### config.mk
export PLATFORM = sky130hd
export DESIGN_NAME = regfile_access_ctrl_flat
export DESIGN_NICKNAME = d
export VERILOG_FILES = /design/src/rtl/regfile_access_ctrl_if.sv /design/src/rtl/regfile_access_ctrl.sv /design/src/flat_wrapper.sv
export SDC_FILE = /design/constraint.sdc
export NUM_CORES = 2
export LEC_CHECK = 0
export ABC_CLOCK_PERIOD_IN_PS = 2900
export CORE_AREA = 8 8 636 638
export DETAILED_ROUTE_END_ITERATION = 7
export DIE_AREA = 0 0 644 646
export SLEW_MARGIN = 5
export SYNTH_ARGS = -nofsm -noshare
export SYNTH_HDL_FRONTEND = slang
export SYNTH_SLANG_ARGS = --single-unit
### constraint.sdc
create_clock -name clk -period 2.9 [get_ports clk]
set_clock_uncertainty 0.05 [all_clocks]
set_input_delay 0.58 -clock clk [delete_from_list [all_inputs] [get_ports clk]]
set_output_delay 0.58 -clock clk [all_outputs]
set_load 0.03 [all_outputs]
### src/rtl/regfile_access_ctrl_if.sv
// Bus bundle between regfile_access_ctrl and its neighbours:
// issue requests, execute writebacks, register_block strobes and the operand buffer.
interface regfile_access_ctrl_if #(
  parameter int unsigned NUM_LANES = 8,
  parameter int unsigned NUM_REGS  = 64,
  parameter int unsigned DATA_W    = 32,
  parameter int unsigned NUM_WARPS = 8,
  parameter int unsigned TAG_W     = 4
);
  localparam int unsigned AW  = $clog2(NUM_REGS);
  localparam int unsigned WW  = $clog2(NUM_WARPS);
  localparam int unsigned LDW = NUM_LANES * DATA_W;

  logic                 iss_valid;
  logic                 iss_ready;
  logic [WW-1:0]        iss_warp;
  logic [AW-1:0]        iss_rs0;
  logic [AW-1:0]        iss_rs1;
  logic                 iss_use_rs1;
  logic [NUM_LANES-1:0] iss_lane_mask;
  logic [TAG_W-1:0]     iss_tag;

  logic                 wb_valid;
  logic                 wb_ready;
  logic [WW-1:0]        wb_warp;
  logic [AW-1:0]        wb_rd;
  logic [NUM_LANES-1:0] wb_lane_mask;
  logic [LDW-1:0]       wb_data;

  logic [NUM_LANES-1:0] rb_read_en_0;
  logic [NUM_LANES-1:0] rb_read_en_1;
  logic [AW-1:0]        rb_raddr_0;
  logic [AW-1:0]        rb_raddr_1;
  logic [NUM_LANES-1:0] rb_write_en;
  logic [AW-1:0]        rb_waddr;
  logic [LDW-1:0]       rb_wdata;
  logic [WW-1:0]        rb_warp_sel;
  logic [LDW-1:0]       rb_rdata_0;
  logic [LDW-1:0]       rb_rdata_1;

  logic                 op_valid;
  logic                 op_ready;
  logic [LDW-1:0]       op_src0;
  logic [LDW-1:0]       op_src1;
  logic [WW-1:0]        op_warp;
  logic [TAG_W-1:0]     op_tag;

  // Controller side
  modport slave (
    input  iss_valid, iss_warp, iss_rs0, iss_rs1, iss_use_rs1, iss_lane_mask, iss_tag,
    output iss_ready,
    input  wb_valid, wb_warp, wb_rd, wb_lane_mask, wb_data,
    output wb_ready,
    output rb_read_en_0, rb_read_en_1, rb_raddr_0, rb_raddr_1,
    output rb_write_en, rb_waddr, rb_wdata, rb_warp_sel,
    input  rb_rdata_0, rb_rdata_1,
    output op_valid, op_src0, op_src1, op_warp, op_tag,
    input  op_ready
  );

  // Environment side (issue, execute, register_block)
  modport master (
    output iss_valid, iss_warp, iss_rs0, iss_rs1, iss_use_rs1, iss_lane_mask, iss_tag,
    input  iss_ready,
    output wb_valid, wb_warp, wb_rd, wb_lane_mask, wb_data,
    input  wb_ready,
    input  rb_read_en_0, rb_read_en_1, rb_raddr_0, rb_raddr_1,
    input  rb_write_en, rb_waddr, rb_wdata, rb_warp_sel,
    output rb_rdata_0, rb_rdata_1,
    input  op_valid, op_src0, op_src1, op_warp, op_tag,
    output op_ready
  );
endinterface

### src/rtl/regfile_access_ctrl.sv
// Register-file access controller: arbitrates writebacks against operand fetches on the
// shared warp selector, bypasses same-cycle writes into reads, and buffers one operand set.
module regfile_access_ctrl #(
  parameter int unsigned NUM_LANES    = 8,
  parameter int unsigned NUM_REGS     = 64,
  parameter int unsigned DATA_W       = 32,
  parameter int unsigned NUM_WARPS    = 8,
  parameter int unsigned TAG_W        = 4,
  parameter int unsigned STARVE_LIMIT = 4
) (
  input  logic                   clk,
  input  logic                   rst,
  regfile_access_ctrl_if.slave   bus
);
  localparam int unsigned AW  = $clog2(NUM_REGS);
  localparam int unsigned WW  = $clog2(NUM_WARPS);
  localparam int unsigned LDW = NUM_LANES * DATA_W;
  localparam int unsigned SW  = $clog2(STARVE_LIMIT + 1);

  logic                 w_buf_free;
  logic                 w_rd_ok;
  logic                 w_force_rd;
  logic                 w_wb_ready;
  logic                 w_iss_ready;
  logic                 w_rd1_en;
  logic [NUM_LANES-1:0] w_read_en_0;
  logic [NUM_LANES-1:0] w_read_en_1;
  logic [AW-1:0]        w_raddr_0;
  logic [AW-1:0]        w_raddr_1;
  logic [NUM_LANES-1:0] w_write_en;
  logic [AW-1:0]        w_waddr;
  logic [LDW-1:0]       w_wdata;
  logic [WW-1:0]        w_warp_sel;
  logic [LDW-1:0]       w_src0;
  logic [LDW-1:0]       w_src1;

  logic [SW-1:0]        r_starve_cnt;
  logic                 r_op_valid;
  logic [LDW-1:0]       r_op_src0;
  logic [LDW-1:0]       r_op_src1;
  logic [WW-1:0]        r_op_warp;
  logic [TAG_W-1:0]     r_op_tag;

  // Grant: writes win unless the read is starved; same-warp read and write share the selector
  always_comb begin
    w_buf_free  = !r_op_valid || bus.op_ready;
    w_rd_ok     = bus.iss_valid && w_buf_free;
    w_force_rd  = (r_starve_cnt == SW'(STARVE_LIMIT));
    w_wb_ready  = bus.wb_valid && !w_force_rd && !rst;
    w_iss_ready = w_rd_ok && !rst &&
                  (!w_wb_ready || (bus.wb_warp == bus.iss_warp) || w_force_rd);
    w_rd1_en    = w_iss_ready && bus.iss_use_rs1;
  end

  // register_block strobes, addresses and data; everything zero when not granted
  always_comb begin
    w_read_en_0 = '0;
    w_read_en_1 = '0;
    w_raddr_0   = '0;
    w_raddr_1   = '0;
    w_write_en  = '0;
    w_waddr     = '0;
    w_wdata     = '0;
    w_warp_sel  = '0;
    if (w_wb_ready) begin
      w_write_en = bus.wb_lane_mask;
      w_waddr    = bus.wb_rd;
      w_wdata    = bus.wb_data;
      w_warp_sel = bus.wb_warp;
    end else if (w_iss_ready) begin
      w_warp_sel = bus.iss_warp;
    end
    if (w_iss_ready) begin
      w_read_en_0 = bus.iss_lane_mask;
      w_raddr_0   = bus.iss_rs0;
    end
    if (w_rd1_en) begin
      w_read_en_1 = bus.iss_lane_mask;
      w_raddr_1   = bus.iss_rs1;
    end
  end

  // Operand select per lane: inactive lanes zero, same-cycle writes bypass the array
  always_comb begin
    w_src0 = '0;
    w_src1 = '0;
    for (int unsigned i = 0; i < NUM_LANES; i++) begin
      if (bus.iss_lane_mask[i]) begin
        if (w_wb_ready && bus.wb_lane_mask[i] && (bus.wb_rd == bus.iss_rs0))
          w_src0[i*DATA_W +: DATA_W] = bus.wb_data[i*DATA_W +: DATA_W];
        else
          w_src0[i*DATA_W +: DATA_W] = bus.rb_rdata_0[i*DATA_W +: DATA_W];
        if (bus.iss_use_rs1) begin
          if (w_wb_ready && bus.wb_lane_mask[i] && (bus.wb_rd == bus.iss_rs1))
            w_src1[i*DATA_W +: DATA_W] = bus.wb_data[i*DATA_W +: DATA_W];
          else
            w_src1[i*DATA_W +: DATA_W] = bus.rb_rdata_1[i*DATA_W +: DATA_W];
        end
      end
    end
  end

  // Count consecutive cycles a ready-to-go read loses to a write
  always_ff @(posedge clk) begin
    if (rst) begin
      r_starve_cnt <= '0;
    end else if (!bus.iss_valid || w_iss_ready) begin
      r_starve_cnt <= '0;
    end else if (w_rd_ok && !w_force_rd) begin
      r_starve_cnt <= r_starve_cnt + SW'(1);
    end
  end

  // One-entry operand buffer; accept and drain in the same cycle keeps it full
  always_ff @(posedge clk) begin
    if (rst) begin
      r_op_valid <= 1'b0;
      r_op_src0  <= '0;
      r_op_src1  <= '0;
      r_op_warp  <= '0;
      r_op_tag   <= '0;
    end else if (w_iss_ready) begin
      r_op_valid <= 1'b1;
      r_op_src0  <= w_src0;
      r_op_src1  <= w_src1;
      r_op_warp  <= bus.iss_warp;
      r_op_tag   <= bus.iss_tag;
    end else if (bus.op_ready) begin
      r_op_valid <= 1'b0;
    end
  end

  assign bus.iss_ready    = w_iss_ready;
  assign bus.wb_ready     = w_wb_ready;
  assign bus.rb_read_en_0 = w_read_en_0;
  assign bus.rb_read_en_1 = w_read_en_1;
  assign bus.rb_raddr_0   = w_raddr_0;
  assign bus.rb_raddr_1   = w_raddr_1;
  assign bus.rb_write_en  = w_write_en;
  assign bus.rb_waddr     = w_waddr;
  assign bus.rb_wdata     = w_wdata;
  assign bus.rb_warp_sel  = w_warp_sel;
  assign bus.op_valid     = r_op_valid;
  assign bus.op_src0      = r_op_src0;
  assign bus.op_src1      = r_op_src1;
  assign bus.op_warp      = r_op_warp;
  assign bus.op_tag       = r_op_tag;
endmodule

### src/flat_wrapper.sv
// flat-port wrapper written by rule: the top's interface ports become plain ports
module regfile_access_ctrl_flat 
#(
  parameter int unsigned NUM_LANES    = 8,
  parameter int unsigned NUM_REGS     = 64,
  parameter int unsigned DATA_W       = 32,
  parameter int unsigned NUM_WARPS    = 8,
  parameter int unsigned TAG_W        = 4,
  parameter int unsigned STARVE_LIMIT = 4
)
  (clk, rst, bus_iss_valid, bus_iss_warp, bus_iss_rs0, bus_iss_rs1, bus_iss_use_rs1, bus_iss_lane_mask, bus_iss_tag, bus_iss_ready, bus_wb_valid, bus_wb_warp, bus_wb_rd, bus_wb_lane_mask, bus_wb_data, bus_wb_ready, bus_rb_read_en_0, bus_rb_read_en_1, bus_rb_raddr_0, bus_rb_raddr_1, bus_rb_write_en, bus_rb_waddr, bus_rb_wdata, bus_rb_warp_sel, bus_rb_rdata_0, bus_rb_rdata_1, bus_op_valid, bus_op_src0, bus_op_src1, bus_op_warp, bus_op_tag, bus_op_ready);
  regfile_access_ctrl_if #(.NUM_LANES(NUM_LANES), .NUM_REGS(NUM_REGS), .DATA_W(DATA_W), .NUM_WARPS(NUM_WARPS), .TAG_W(TAG_W)) bus_i ();
  input  logic clk;
  input  logic rst;
  input wire logic [$bits(bus_i.iss_valid)-1:0] bus_iss_valid;
  input wire logic [$bits(bus_i.iss_warp)-1:0] bus_iss_warp;
  input wire logic [$bits(bus_i.iss_rs0)-1:0] bus_iss_rs0;
  input wire logic [$bits(bus_i.iss_rs1)-1:0] bus_iss_rs1;
  input wire logic [$bits(bus_i.iss_use_rs1)-1:0] bus_iss_use_rs1;
  input wire logic [$bits(bus_i.iss_lane_mask)-1:0] bus_iss_lane_mask;
  input wire logic [$bits(bus_i.iss_tag)-1:0] bus_iss_tag;
  output wire logic [$bits(bus_i.iss_ready)-1:0] bus_iss_ready;
  input wire logic [$bits(bus_i.wb_valid)-1:0] bus_wb_valid;
  input wire logic [$bits(bus_i.wb_warp)-1:0] bus_wb_warp;
  input wire logic [$bits(bus_i.wb_rd)-1:0] bus_wb_rd;
  input wire logic [$bits(bus_i.wb_lane_mask)-1:0] bus_wb_lane_mask;
  input wire logic [$bits(bus_i.wb_data)-1:0] bus_wb_data;
  output wire logic [$bits(bus_i.wb_ready)-1:0] bus_wb_ready;
  output wire logic [$bits(bus_i.rb_read_en_0)-1:0] bus_rb_read_en_0;
  output wire logic [$bits(bus_i.rb_read_en_1)-1:0] bus_rb_read_en_1;
  output wire logic [$bits(bus_i.rb_raddr_0)-1:0] bus_rb_raddr_0;
  output wire logic [$bits(bus_i.rb_raddr_1)-1:0] bus_rb_raddr_1;
  output wire logic [$bits(bus_i.rb_write_en)-1:0] bus_rb_write_en;
  output wire logic [$bits(bus_i.rb_waddr)-1:0] bus_rb_waddr;
  output wire logic [$bits(bus_i.rb_wdata)-1:0] bus_rb_wdata;
  output wire logic [$bits(bus_i.rb_warp_sel)-1:0] bus_rb_warp_sel;
  input wire logic [$bits(bus_i.rb_rdata_0)-1:0] bus_rb_rdata_0;
  input wire logic [$bits(bus_i.rb_rdata_1)-1:0] bus_rb_rdata_1;
  output wire logic [$bits(bus_i.op_valid)-1:0] bus_op_valid;
  output wire logic [$bits(bus_i.op_src0)-1:0] bus_op_src0;
  output wire logic [$bits(bus_i.op_src1)-1:0] bus_op_src1;
  output wire logic [$bits(bus_i.op_warp)-1:0] bus_op_warp;
  output wire logic [$bits(bus_i.op_tag)-1:0] bus_op_tag;
  input wire logic [$bits(bus_i.op_ready)-1:0] bus_op_ready;
  assign bus_i.iss_valid = bus_iss_valid;
  assign bus_i.iss_warp = bus_iss_warp;
  assign bus_i.iss_rs0 = bus_iss_rs0;
  assign bus_i.iss_rs1 = bus_iss_rs1;
  assign bus_i.iss_use_rs1 = bus_iss_use_rs1;
  assign bus_i.iss_lane_mask = bus_iss_lane_mask;
  assign bus_i.iss_tag = bus_iss_tag;
  assign bus_iss_ready = bus_i.iss_ready;
  assign bus_i.wb_valid = bus_wb_valid;
  assign bus_i.wb_warp = bus_wb_warp;
  assign bus_i.wb_rd = bus_wb_rd;
  assign bus_i.wb_lane_mask = bus_wb_lane_mask;
  assign bus_i.wb_data = bus_wb_data;
  assign bus_wb_ready = bus_i.wb_ready;
  assign bus_rb_read_en_0 = bus_i.rb_read_en_0;
  assign bus_rb_read_en_1 = bus_i.rb_read_en_1;
  assign bus_rb_raddr_0 = bus_i.rb_raddr_0;
  assign bus_rb_raddr_1 = bus_i.rb_raddr_1;
  assign bus_rb_write_en = bus_i.rb_write_en;
  assign bus_rb_waddr = bus_i.rb_waddr;
  assign bus_rb_wdata = bus_i.rb_wdata;
  assign bus_rb_warp_sel = bus_i.rb_warp_sel;
  assign bus_i.rb_rdata_0 = bus_rb_rdata_0;
  assign bus_i.rb_rdata_1 = bus_rb_rdata_1;
  assign bus_op_valid = bus_i.op_valid;
  assign bus_op_src0 = bus_i.op_src0;
  assign bus_op_src1 = bus_i.op_src1;
  assign bus_op_warp = bus_i.op_warp;
  assign bus_op_tag = bus_i.op_tag;
  assign bus_i.op_ready = bus_op_ready;
  regfile_access_ctrl #(.NUM_LANES(NUM_LANES), .NUM_REGS(NUM_REGS), .DATA_W(DATA_W), .NUM_WARPS(NUM_WARPS), .TAG_W(TAG_W), .STARVE_LIMIT(STARVE_LIMIT)) u_core (.clk(clk), .rst(rst), .bus(bus_i));
endmodule
==> impl_metrics.json <==
{
  "outcome": "finished, violations left",
  "violations": "setup timing",
  "hold_slack_ns": 0.3202,
  "synth_cells": 2160,
  "post_synth_fa_ha_maj_area_fraction": 0.001042,
  "finalHoldViolCount": 0,
  "synthTopCellsByCount": "dfxtp_1 (523), mux2i_1 (512), o2bb2ai_1 (512), and3_1 (271), clkbuf_1 (88)",
  "dpl_cell_area_mm2": 0.05121,
  "cap_violations": 0,
  "grt_pass1_vias": 28236,
  "portBuffers": 1640,
  "dp_hpwl_um": 298800,
  "cts_buffers": 79,
  "ir_drop_mv": 0.3979,
  "yosys_register_bits": 523,
  "core_mm2": 0.3942,
  "max_clock_freq_ghz": 0.3239,
  "p_per_area_mw_per_mm2": 421.0,
  "synth_cell_types": 28,
  "synth.most_common_cell": "dfxtp_1",
  "syn_to_final_growth_pct": 133.4,
  "dp.cells": 9243,
  "start_util": 0.06093,
  "synthesis.nets": 2980,
  "antenna_found_initial": 289,
  "whs_path_depth": 2,
  "post-route-period-util": 1.065,
  "die_w_um": 644,
  "r2r_slack_ns": 0.05,
  "final_antenna_net_count": 0,
  "via_per_inst": 3.128,
  "setup_slack_ns": -0.1872,
  "fillerInstances": 44373,
  "final_nets": 4965,
  "total_power_mw": 23.61,
  "clk_pin_slew_worst_paths_ns": 0.06,
  "r2r-end": "u_core.bus.op_src1[84]",
  "crit_end": "bus_rb_raddr_1[1]",
  "setup_viol": 247,
  "synth_compound_area_frac": 0.1910,
  "synthXorXnorAreaFrac": 0.006199,
  "firstDrtPassIters": 5,
  "route.detailed.drc": 0,
  "cts_hold_buf": 0,
  "fin_tns_setup_ns": -20.97,
  "hp-class": "primary input to register",
  "cts_tree": "yes",
  "critPathRequiredTime_ns": 2.27,
  "htreeDepth": 3,
  "grt_max_degree": 79,
  "rr_startpoint": "u_core.r_starve_cnt[0]",
  "clkLatencyLatePin_ns": 0.79,
  "leakage_nw": 19.29,
  "synth-simple-area-share": 0.09506,
  "r2r_cells": 13,
  "period_needed_ns": 3.087,
  "finalNonFillerCells": 9486,
  "criticalPathCategory": "register to output pin",
  "die_area_mm2": 0.4160,
  "grt_pass1_wl_um": 399300,
  "yosysWarnings": 0,
  "synth_top_area_share": 0.4359,
  "synth_top_family_by_area": "multiplexers",
  "worst_pin_slew_ns": 0.7201,
  "rows": 231,
  "drt_iter0_drc": 2800,
  "async_reset_ff_frac": 0,
  "muxShareOfSynthArea": 0.2138,
  "slew_violations": 0,
  "final_cell_area_mm2": 0.05607,
  "rsz0062_at_grt": "true",
  "drive_above_1_share": 0.2754,
  "synth-edff-count": 0,
  "synth_ff_type": "dfxtp_1",
  "numClockSinks": 523,
  "cp-end-kind": "output pin",
  "routedWlPerCell_um": 36.27,
  "die_y_um": 646,
  "worstPathMaxFanout": 7,
  "max_slew_margin": 0.5184,
  "cp_data_arrival_time_ns": 2.46,
  "yosysTopAreaCell": "dfxtp_1",
  "ff_latch_area_mm2": 0.01047,
  "grt-ovfl-total": 0,
  "syn_avg_cell_area_um2": 11.12,
  "setup.worst_path.start": "u_core.r_starve_cnt[1]",
  "vias": 29671,
  "root_buffer": "clkbuf_16",
  "ios": 1641,
  "cp-start-kind": "register",
  "multiInputGateArea_mm2": 0.01298,
  "seq_area_frac_synth": 0.4359,
  "track_usage": 0.1537,
  "yosys-top-cells-area": "dfxtp_1 (44%), mux2i_1 (21%), o2bb2ai_1 (19%)",
  "clk_path_buf_depth": 4,
  "mappedNetlistArea_mm2": 0.02402,
  "gp_congestion": 0.9177,
  "wirelength_um": 344000
}
worst min-delay path by stage:
| stage | startpoint | endpoint | slack (ns) |
|---|---|---|---|
| 2_1_floorplan | u_core.r_starve_cnt[2] | u_core.r_starve_cnt[2] | 0.54 |
| 3_3_place_gp | u_core.bus.op_src1[105] | u_core.bus.op_src1[105] | 0.39 |
| 3_5_place_dp | u_core.bus.op_src0[241] | u_core.bus.op_src0[241] | 0.40 |
| 4_1_cts | bus_iss_tag[1] | u_core.bus.op_tag[1] | 0.21 |
| 5_1_grt | bus_iss_tag[2] | u_core.bus.op_tag[2] | 0.27 |
| 6_report | bus_iss_tag[1] | u_core.bus.op_tag[1] | 0.32 |
registers in the layout, summed over array words and instances (netlist names):
register             cells
u_core.bus.op_tag        4
u_core.bus.op_warp       3
u_core.bus.op_src1     256
u_core.r_starve_cnt      3
u_core.bus.op_src0     256
u_core.bus.op_valid      1
cell families after synthesis:
family / count (synthesis)
AOI/OAI and AO/OA: 524
DFF: 523
muxes: 513
and+or+nand+nor: 336
buffers and inverters: 245
xor gates and xnor gates: 17
adders and majority gates: 2
per-stage QoR:
stage | worst slack, ns | util
6_report | -0.1872 | 0.1422
5_1_grt | -0.2935 | 0.1421
4_1_cts | -0.3789 | 0.1382
3_5_place_dp | -1.313 | 0.1299
3_3_place_gp | -1.396 | 0.1299
2_1_floorplan | 0.1635 | -
repair_timing:
| item | 4_1_cts | 5_1_grt |
|---|---|---|
| buffers inserted | 17 | 27 |
| resized for setup | 137 | 203 |
| setup endpoints to repair | 666 | 305 |
| pin swaps | 6 | 5 |
| gates cloned | 7 | 14 |
power breakdown:
part	total, mW	internal, mW	switching (mW)	leakage [nW]
Combinational	6.09	2.74	3.35	13.8
Clock	9.87	5.66	4.21	1.22
Sequential	7.65	7.47	0.174	4.25
area by class of cell:
type                    instances  area share
diodes                         46    0.002053
clock buffers                 102     0.03876
clock inverters                32    0.005913
inverters                      26    0.002031
multi-input cells            1392      0.2314
flip-flops and latches        523      0.1868
well taps                    5242      0.1170
repair buffers               2123      0.4160
critical path: stages (launching register included):
cell and delay (ns):
dfxtp_2 0.32, inv_2 0.06, ha_4 0.16, nand2_8 0.06
and2_4 0.15, a21boi_4 0.16, buf_4 0.15, buf_12 0.14
buf_12 0.14, and3_4 0.19, buf_6 0.13
routing by layer:
metal / vias to the layer above / track usage / wire length, um
met4: 268 / 0.05153 / 16220
met2: 2145 / 0.2676 / 165300
met1: 14068 / 0.1521 / 114000
met3: 803 / 0.09111 / 46680
li1: 12387 / - / -
met5: - / 0 / 1767
cell usage in the layout, fill, tap and decap left out, types with 3 or more instances in the layout:
cell type	n
nand3_1	5
nand3_2	5
buf_4	463
inv_2	16
inv_1	4
and2_4	3
buf_8	6
xnor2_1	14
mux2i_1	512
o2bb2ai_1	512
dlygate4sd2_1	5
inv_4	5
nand2_1	6
and3_4	107
inv_6	8
clkinv_2	8
clkinvlp_4	6
nor3_4	16
buf_12	267
buf_6	72
bufinv_16	4
clkbuf_1	12
nand2_4	6
clkinv_4	6
clkbuf_16	91
diode_2	46
a22o_1	7
nand3_4	8
dfxtp_2	3
clkbuf_8	11
and3_1	152
nand2_8	3
and2_1	4
clkdlybuf4s50_1	1279
and3_2	12
buf_16	14
dfxtp_1	520
No activity file was read; power rests on OpenSTA's default activity.
